<file path="src/rtl/i2c_pkg.sv">
// Shared types and constants for the I2C target endpoint.
package i2c_pkg;

   localparam int unsigned I2C_ADDR_W = 7;

   typedef enum logic [2:0] {
      StIdle,
      StAddr,
      StAddrAck,
      StRx,
      StRxAck,
      StTx,
      StTxAck,
      StIgnore
   } i2c_tgt_state_t;

endpackage

</file>
<file path="src/rtl/i2c_line_filter.sv">
// Synchroniser plus glitch filter for one I2C pad input, with filtered edge pulses.
module i2c_line_filter #(
   parameter int unsigned SYNC_STAGES = 2,
   parameter int unsigned FILTER_LEN  = 3
) (
   input  logic clk,
   input  logic rst_n,
   input  logic line_i,
   output logic level_o,
   output logic rise_o,
   output logic fall_o
);

   // The tail of the synchroniser chain doubles as the filter window.
   localparam int unsigned ChainLen = SYNC_STAGES + FILTER_LEN - 1;

   logic [ChainLen-1:0]   chain_q;
   logic [FILTER_LEN-1:0] win;
   logic                  all_hi, all_lo;
   logic                  level_q, rise_q, fall_q;

   assign win    = chain_q[ChainLen-1 -: FILTER_LEN];
   assign all_hi = &win;
   assign all_lo = ~|win;

   always_ff @(posedge clk or negedge rst_n) begin
      if (!rst_n) begin
         chain_q <= '1;
         level_q <= 1'b1;
         rise_q  <= 1'b0;
         fall_q  <= 1'b0;
      end else begin
         chain_q <= {chain_q[ChainLen-2:0], line_i};
         rise_q  <= all_hi & ~level_q;
         fall_q  <= all_lo & level_q;
         if (all_hi) begin
            level_q <= 1'b1;
         end else if (all_lo) begin
            level_q <= 1'b0;
         end
      end
   end

   assign level_o = level_q;
   assign rise_o  = rise_q;
   assign fall_o  = fall_q;

endmodule

</file>
<file path="src/rtl/i2c_target.sv">
// I2C target endpoint: START/STOP detection, address match, byte receive and transmit.
module i2c_target
   import i2c_pkg::*;
#(
   parameter logic [I2C_ADDR_W-1:0] TARGET_ADDR = 7'h42,
   parameter int unsigned           SYNC_STAGES = 2,
   parameter int unsigned           FILTER_LEN  = 3
) (
   input  logic       clk,
   input  logic       rst_n,
   input  logic       scl_i,
   input  logic       sda_i,
   output logic       sda_oe_o,
   output logic [7:0] rx_data_o,
   output logic       rx_valid_o,
   input  logic       rx_ready_i,
   input  logic [7:0] tx_data_i,
   output logic       tx_req_o,
   output logic       busy_o,
   output logic       rw_o,
   output logic       start_det_o,
   output logic       stop_det_o
);

   logic scl_f, scl_rise, scl_fall;
   logic sda_f, sda_rise, sda_fall;
   logic start_cond, stop_cond;
   logic [7:0] byte_in;

   i2c_tgt_state_t state_q, state_d;
   logic [3:0] cnt_q, cnt_d;
   logic [7:0] shift_q, shift_d, rx_data_q, rx_data_d;
   logic ack_q, ack_d, sda_oe_q, sda_oe_d, rx_valid_q, rx_valid_d, tx_req_q, tx_req_d;
   logic busy_q, busy_d, rw_q, rw_d, start_det_q, start_det_d, stop_det_q, stop_det_d;

   i2c_line_filter #(.SYNC_STAGES(SYNC_STAGES), .FILTER_LEN(FILTER_LEN)) u_scl_filter (
      .clk    (clk),
      .rst_n  (rst_n),
      .line_i (scl_i),
      .level_o(scl_f),
      .rise_o (scl_rise),
      .fall_o (scl_fall)
   );

   i2c_line_filter #(.SYNC_STAGES(SYNC_STAGES), .FILTER_LEN(FILTER_LEN)) u_sda_filter (
      .clk    (clk),
      .rst_n  (rst_n),
      .line_i (sda_i),
      .level_o(sda_f),
      .rise_o (sda_rise),
      .fall_o (sda_fall)
   );

   // An SCL rise in the same filtered cycle wins: that SDA change is a data bit.
   assign start_cond = sda_fall & scl_f & ~scl_rise;
   assign stop_cond  = sda_rise & scl_f & ~scl_rise;
   assign byte_in    = {shift_q[6:0], sda_f};

   always_comb begin
      state_d     = state_q;
      cnt_d       = cnt_q;
      shift_d     = shift_q;
      ack_d       = ack_q;
      sda_oe_d    = sda_oe_q;
      rx_data_d   = rx_data_q;
      rx_valid_d  = 1'b0;
      tx_req_d    = 1'b0;
      busy_d      = busy_q;
      rw_d        = rw_q;
      start_det_d = 1'b0;
      stop_det_d  = 1'b0;
      if (stop_cond) begin
         state_d    = StIdle;
         cnt_d      = '0;
         busy_d     = 1'b0;
         sda_oe_d   = 1'b0;
         stop_det_d = 1'b1;
      end else if (start_cond) begin
         state_d     = StAddr;
         cnt_d       = '0;
         busy_d      = 1'b0;
         sda_oe_d    = 1'b0;
         start_det_d = 1'b1;
      end else begin
         unique case (state_q)
            StIdle, StIgnore: sda_oe_d = 1'b0;
            StAddr: begin
               if (scl_rise) begin
                  shift_d = byte_in;
                  cnt_d   = cnt_q + 4'd1;
                  if (cnt_q == 4'd7) begin
                     if (byte_in[7:1] == TARGET_ADDR && TARGET_ADDR != '0) begin
                        rw_d    = byte_in[0];
                        busy_d  = 1'b1;
                        state_d = StAddrAck;
                     end else begin
                        state_d = StIgnore;
                     end
                  end
               end
            end
            StAddrAck: begin
               if (tx_req_q) shift_d = tx_data_i;
               if (scl_fall) begin
                  if (cnt_q == 4'd8) begin
                     sda_oe_d = 1'b1;
                     cnt_d    = 4'd9;
                     tx_req_d = rw_q;
                  end else begin
                     cnt_d = '0;
                     if (rw_q) begin
                        sda_oe_d = ~shift_q[7];
                        shift_d  = {shift_q[6:0], 1'b0};
                        state_d  = StTx;
                     end else begin
                        sda_oe_d = 1'b0;
                        state_d  = StRx;
                     end
                  end
               end
            end
            StRx: begin
               if (scl_rise) begin
                  shift_d = byte_in;
                  cnt_d   = cnt_q + 4'd1;
                  if (cnt_q == 4'd7) begin
                     ack_d   = rx_ready_i;
                     state_d = StRxAck;
                     if (rx_ready_i) begin
                        rx_data_d  = byte_in;
                        rx_valid_d = 1'b1;
                     end
                  end
               end
            end
            StRxAck: begin
               if (scl_fall) begin
                  if (cnt_q == 4'd8) begin
                     sda_oe_d = ack_q;
                     cnt_d    = 4'd9;
                  end else begin
                     sda_oe_d = 1'b0;
                     cnt_d    = '0;
                     state_d  = StRx;
                  end
               end
            end
            StTx: begin
               // Follow-on bytes arrive one cycle after the ACK fall; drive their MSB on load.
               if (tx_req_q) begin
                  shift_d  = {tx_data_i[6:0], 1'b0};
                  sda_oe_d = ~tx_data_i[7];
               end else if (scl_rise) begin
                  cnt_d = cnt_q + 4'd1;
               end else if (scl_fall) begin
                  if (cnt_q == 4'd8) begin
                     sda_oe_d = 1'b0;
                     state_d  = StTxAck;
                  end else begin
                     sda_oe_d = ~shift_q[7];
                     shift_d  = {shift_q[6:0], 1'b0};
                  end
               end
            end
            StTxAck: begin
               if (scl_rise) begin
                  ack_d = ~sda_f;
                  cnt_d = 4'd9;
               end else if (scl_fall && cnt_q == 4'd9) begin
                  cnt_d = '0;
                  if (ack_q) begin
                     tx_req_d = 1'b1;
                     state_d  = StTx;
                  end else begin
                     state_d = StIgnore;
                  end
               end
            end
            default: state_d = StIdle;
         endcase
      end
   end

   always_ff @(posedge clk or negedge rst_n) begin
      if (!rst_n) begin
         state_q     <= StIdle;
         cnt_q       <= '0;
         shift_q     <= '0;
         ack_q       <= 1'b0;
         sda_oe_q    <= 1'b0;
         rx_data_q   <= '0;
         rx_valid_q  <= 1'b0;
         tx_req_q    <= 1'b0;
         busy_q      <= 1'b0;
         rw_q        <= 1'b0;
         start_det_q <= 1'b0;
         stop_det_q  <= 1'b0;
      end else begin
         state_q     <= state_d;
         cnt_q       <= cnt_d;
         shift_q     <= shift_d;
         ack_q       <= ack_d;
         sda_oe_q    <= sda_oe_d;
         rx_data_q   <= rx_data_d;
         rx_valid_q  <= rx_valid_d;
         tx_req_q    <= tx_req_d;
         busy_q      <= busy_d;
         rw_q        <= rw_d;
         start_det_q <= start_det_d;
         stop_det_q  <= stop_det_d;
      end
   end

   assign sda_oe_o    = sda_oe_q;
   assign rx_data_o   = rx_data_q;
   assign rx_valid_o  = rx_valid_q;
   assign tx_req_o    = tx_req_q;
   assign busy_o      = busy_q;
   assign rw_o        = rw_q;
   assign start_det_o = start_det_q;
   assign stop_det_o  = stop_det_q;

endmodule

</file>
<file path="config.mk">
export PLATFORM = sky130hd
export DESIGN_NAME = i2c_target
export DESIGN_NICKNAME = d
export VERILOG_FILES = /design/src/rtl/i2c_pkg.sv /design/src/rtl/i2c_line_filter.sv /design/src/rtl/i2c_target.sv
export SDC_FILE = /design/constraint.sdc
export NUM_CORES = 1
export LEC_CHECK = 0
export CAP_MARGIN = 10
export CORE_ASPECT_RATIO = 0.5
export CORE_UTILIZATION = 30
export CTS_CLUSTER_SIZE = 14
export DETAILED_ROUTE_END_ITERATION = 12
export GPL_ROUTABILITY_DRIVEN = 0
export MAX_ROUTING_LAYER = met4
export PLACE_DENSITY = 0.56
export SYNTH_ARGS = -nofsm -noshare
export SYNTH_HDL_FRONTEND = slang
export SYNTH_SLANG_ARGS = --single-unit
</file>
<file path="constraint.sdc">
create_clock -name clk -period 1.97 [get_ports clk]
set_input_delay 0.394 -clock clk [delete_from_list [all_inputs] [get_ports clk]]
set_output_delay 0.394 -clock clk [all_outputs]
set_load 0.005 [all_outputs]
</file>
# Yosys cells after proc, flatten, opt, wreduce, memory -nomap -nowiden
# Index checks and enable logic that the tools add are counted.
# totals
output_inout_bits	15
register_bits	45
input_bits	13
# op_classes
muxes	82
add_sub_neg	1
n_eq_ne	38
bitwise	15
n_reduce_logical	28
# ops
operator	count
2-to-1 mux 8 bit	9
2-to-1 mux 3 bit	18
2-to-1 mux 1 bit	40
!= test 4 bit (second input constant)	9
2-to-1 mux 4 bit	8
one-hot mux 8 bit (3 select lines)	1
!= test 4 x 3 -> 1 bit (second input constant)	5
one-hot mux 3 bit (6 select lines)	1
AND reduction 6 bit	3
one-hot mux 4 bit (4 select lines)	1
AND reduction 15 bit	1
nonzero test 3 bit	5
equality test 3 bit (second input constant)	4
nonzero test 6 bit	2
!= test 2 x 1 -> 1 bit (second input constant)	5
!= test 5 x 4 -> 1 bit (second input constant)	2
bitwise AND 1 bit	8
equality test 4 bit (second input constant)	2
AND reduction 4 bit	2
nonzero test 8 bit	1
equality test 7 bit (second input constant)	1
inverter 1 bit	7
AND reduction 7 bit	1
equality test 3 x 2 -> 1 bit (second input constant)	2
other kinds (19)	26

# Depth between registers and ports, before layout
# logic_depth
depth_word	8
ltp_mapped	8
mapped_depth_nobuf	7

# Modules after synthesis
# From an unflattened synthesis, not the netlist that was laid out.
# hier_totals
cells_unflattened	244
area_unflattened_um2	2632.5
# by_module_without_submodules
module	cells_per_inst	n_inst	seq_area_each_um2	area_per_inst_um2
i2c_target	216	1	775.7	2174.6
i2c_line_filter	14	2	181.4	229.0

# Worst setup path after synthesis
# OpenSTA, ideal clock, no wires.
# synth_path
path_type	register to register
start	register cnt_q[0]
end	register ack_q
path_slack_ps	196
arrival_ps	1649
path_buffers	0
path_stages_with_launch	6
cell_sequence	dfrtp_1 > ha_1 > nand3b_1 > or3b_4 > a211oi_2 > mux2_2
# synth_between
elab_chain_cells	3
# synth_rtl
item	line	text
from (decl)	i2c_target.sv:31	logic [3:0] cnt_q, cnt_d;
from (signal assigned)	i2c_target.sv:200	cnt_q <= cnt_d;
equality test 4 x 3 -> 1 bit	i2c_target.sv:126	if (cnt_q == 4'd7) begin
!= test 2 bit (no source line)	-	
AND reduction 6 bit (no source line)	-	
to (signal assigned)	i2c_target.sv:202	ack_q <= ack_d;
to (decl)	i2c_target.sv:33	logic ack_q, ack_d, sda_oe_q, sda_oe_d, rx_valid_q, rx_valid_d, tx_req_q, tx_req_d;
# No other way between the ends.
# A chain may end at the register's enable or synchronous reset.

# Final worst setup path
# layout_path
start	register tx_req_q (netlist: tx_req_o)
end	output tx_req_o
# layout_rtl
item	line	text
from (decl)	i2c_target.sv:33	
from (signal assigned)	i2c_target.sv:206	tx_req_q <= tx_req_d;
to (decl)	i2c_target.sv:18	output logic tx_req_o,
# No word-level cell between the ends.

==> run_results.csv <==
group,metric,value,unit
outcome,violations,"DRC",
setup_path,reg2reg_to,"state_q[1]",
clock_tree,clk_pin_slew,0.06,ns
place,dp_hpwl,4.810,mm
place,dp_cells,421,
setup_path,critical_path_required,1.58,ns
setup_path,crit_arrival,1.50,ns
setup_path,cp_max_fo,24,
synth,synth_edf_count,0,
clock_tree,htreeDepth,2,
sta,max_freq,528.1,MHz
global_routing,grt_max_degree,28,
power,fin_total_pwr,4538,uW
setup_path,start_kind,"flip-flop",
global_routing,antenna_found_initial,0,
floorplanning,start_util,0.3100,
final_layout,fillers,865,
floorplanning,dieArea,9436,um2
clock_tree,numCtsBuffers,5,
clock_tree,cts_sinks,45,
synth,synthCells,273,
global_routing,globalRouteOverflowTotal,0,
route,num_vias,2203,
clock_tree,cts_tree,"done",
route,via_per_inst,5.100,
power,vdd_drop_max,0.0004624,V
clock_tree,cts_buffer_depth,2,
place,postPlaceCellArea,3194,um2
sta,fin_crit,1.893,ns
floorplanning,ios,28,
final_layout,fin_nets,330,
route,drc,1,
setup_path,setup.worst_path.end_class,"output pin",
route,totalWireLength,6.791,mm
power,power.density,1338,nW/um2
final_layout,layout-drive-gt1-share,0.2381,
synth,synth-seq-area-share,0.4203,
global_routing,globalRouteTotalUtil,0.1615,
final_layout,n_antenna_cell,0,
flow_run,drv_cap,0,
floorplanning,die_w,136.4,um
sta,relSlewSlack,0.6213,
sta,hold_violations,0,
worst_hold_path,worstHoldPathType,"in2async",
sta,finalSetupViolCount,0,
final_layout,layout_common_cells,"33 x dfrtp_1, 26 x clkdlybuf4s50_1, 23 x nand2_1, 22 x buf_4, 21 x o21ai_0",
final_layout,layout_commonest_cell,"dfrtp_1",
outcome,run_status,"complete, but fails checks",
sta,tightest_slew,0.5680,ns
setup_path,crit_type,"reg2out",
setup_path,rr_startpoint,"cnt_q[0]",
synth,ys_async_sr_fraction,1.000,
synth,syn_nets,289,
final_layout,fin_cells,432,
synth,synth_flop_cell,"dfrtp_1",
clock_tree,clk_latency,0.29,ns
global_routing,grt_pass1_vias,2240,
power,p_leak,0.001445,uW
synth,netlist_area,2709,um2
setup_path,r2r_cells,7,
final_layout,area_delta_synth_final,25.17,%
route,antenna_left,0,
synth,ys_warn_count,0,
route,first_pass_iters,8,
clock_tree,cts_root_buf,"clkbuf_16",
place,port_buffers,27,
global_routing,grt_pass1_wl,11.67,mm
synth,synth-seq-cells,45,
route,drt-initial-drc-count,111,
floorplanning,die_y,69.19,um
final_layout,post-route-util,0.3880,
floorplanning,rows,24,
setup_path,ff2ff_setup_slack,0.08,ns
sta,finClkSkew,0.006179,ns
synth,synth_cell_type_count,60,
sta,period_share,0.9611,
synth,syn-mean-instance-area,9.923,um2
final_layout,design_area,3391,um2
sta,slew_violations,0,
route,wl_per_cell,15.72,um
floorplanning,core,8738,um2
-- layout make-up --
type                    instances  area, um2  area share
well taps                     117      146.4     0.04317
repair buffers                 52      490.5      0.1446
clock inverters                 3      21.27    0.006273
multi-input cells             197       1418      0.4181
flip-flops and latches         45       1141      0.3365
clock buffers                   5      125.1     0.03690
inverters                      13      48.80     0.01439
-- report_power, final --
group / switching, uW / internal, uW / leakage [uW]
Sequential: 219 / 1110 / 0.000569
Clock: 375 / 472 / 0.0000702
Combinational: 1230 / 1140 / 0.000806
-- worst max-delay path by stage --
stage	startpoint	endpoint
floorplan	cnt_q[0]	ack_q
global placement	cnt_q[0]	shift_q[3]
detailed placement	cnt_q[0]	shift_q[3]
CTS	cnt_q[0]	rx_data_o[3]
global route	cnt_q[0]	state_q[1]
finish	tx_req_o	tx_req_o
-- cells by family after synthesis --
kind of cell | after synthesis | share of synthesized area
flops | 45 | 0.4203
fa+ha+maj | 3 | 0.01386
compound gates | 87 | 0.2245
mux | 23 | 0.09376
buf+inv | 31 | 0.06559
simple gates | 84 | 0.1820
-- layer usage --
layer / part of all wire / GRT usage
met1: 0.47 / 0.2212
met2: 0.47 / 0.2437
met3: 0.051 / 0.03363
met4: 0.0059 / 0.03827
met5: 0 / -
-- sequential cells by signal, indices dropped and copies added (netlist names) --
register / cells
u_scl_filter.rise_o: 1
cnt_q: 4
ack_q: 1
u_scl_filter.chain_q: 4
busy_o: 1
state_q: 3
u_scl_filter.level_o: 1
sda_oe_o: 1
stop_det_o: 1
rx_valid_o: 1
rw_o: 1
u_sda_filter.level_o: 1
start_det_o: 1
u_sda_filter.fall_o: 1
u_sda_filter.chain_q: 4
u_scl_filter.fall_o: 1
u_sda_filter.rise_o: 1
tx_req_o: 1
rx_data_o: 8
shift_q: 8
-- Yosys cell counts (4+ instances only) --
cell type,number,share of area
o2bb2ai_1,4,0.013
and3_1,4,0.0092
mux2_2,15,0.062
inv_1,13,0.018
buf_6,6,0.025
dfrtp_1,35,0.32
a21o_1,4,0.011
mux2i_1,7,0.026
nand2_1,23,0.032
o21ai_0,21,0.039
buf_2,9,0.017
o22ai_1,7,0.016
a21oi_1,8,0.015
dfstp_2,10,0.097
nand3_1,6,0.011
a2bb2oi_1,5,0.016
nor3_1,5,0.0092
nor2b_1,12,0.028
nor2_1,13,0.018
a31oi_1,10,0.023
-- metrics by stage --
stage                     setup WS [ns]  hold WS, ns   TNS [ns]
after detailed placement       -0.04500       0.3473    -0.1490
after global routing          -0.004403       0.1383  -0.004403
after floorplan                  0.1965      0.09841          0
final                           0.07659      0.09122          0
after CTS                      0.009474       0.1237          0
after global placement         -0.01301       0.3469   -0.01301
-- critical path: stages, from the launching register on --
cell and delay [ns]:
dfrtp_1 0.39, buf_4 0.28, clkdlybuf4s50_1 0.55
-- what timing repair did --
action / CTS / global route
buffers inserted: 0 / 3
setup endpoints to repair: 5 / 18
pin swaps: 0 / 5
hold buffers: 0 / 0
resized for setup: 2 / 5
hold endpoints to repair: 0 / 0
Power figures use the tool's default switching activity.
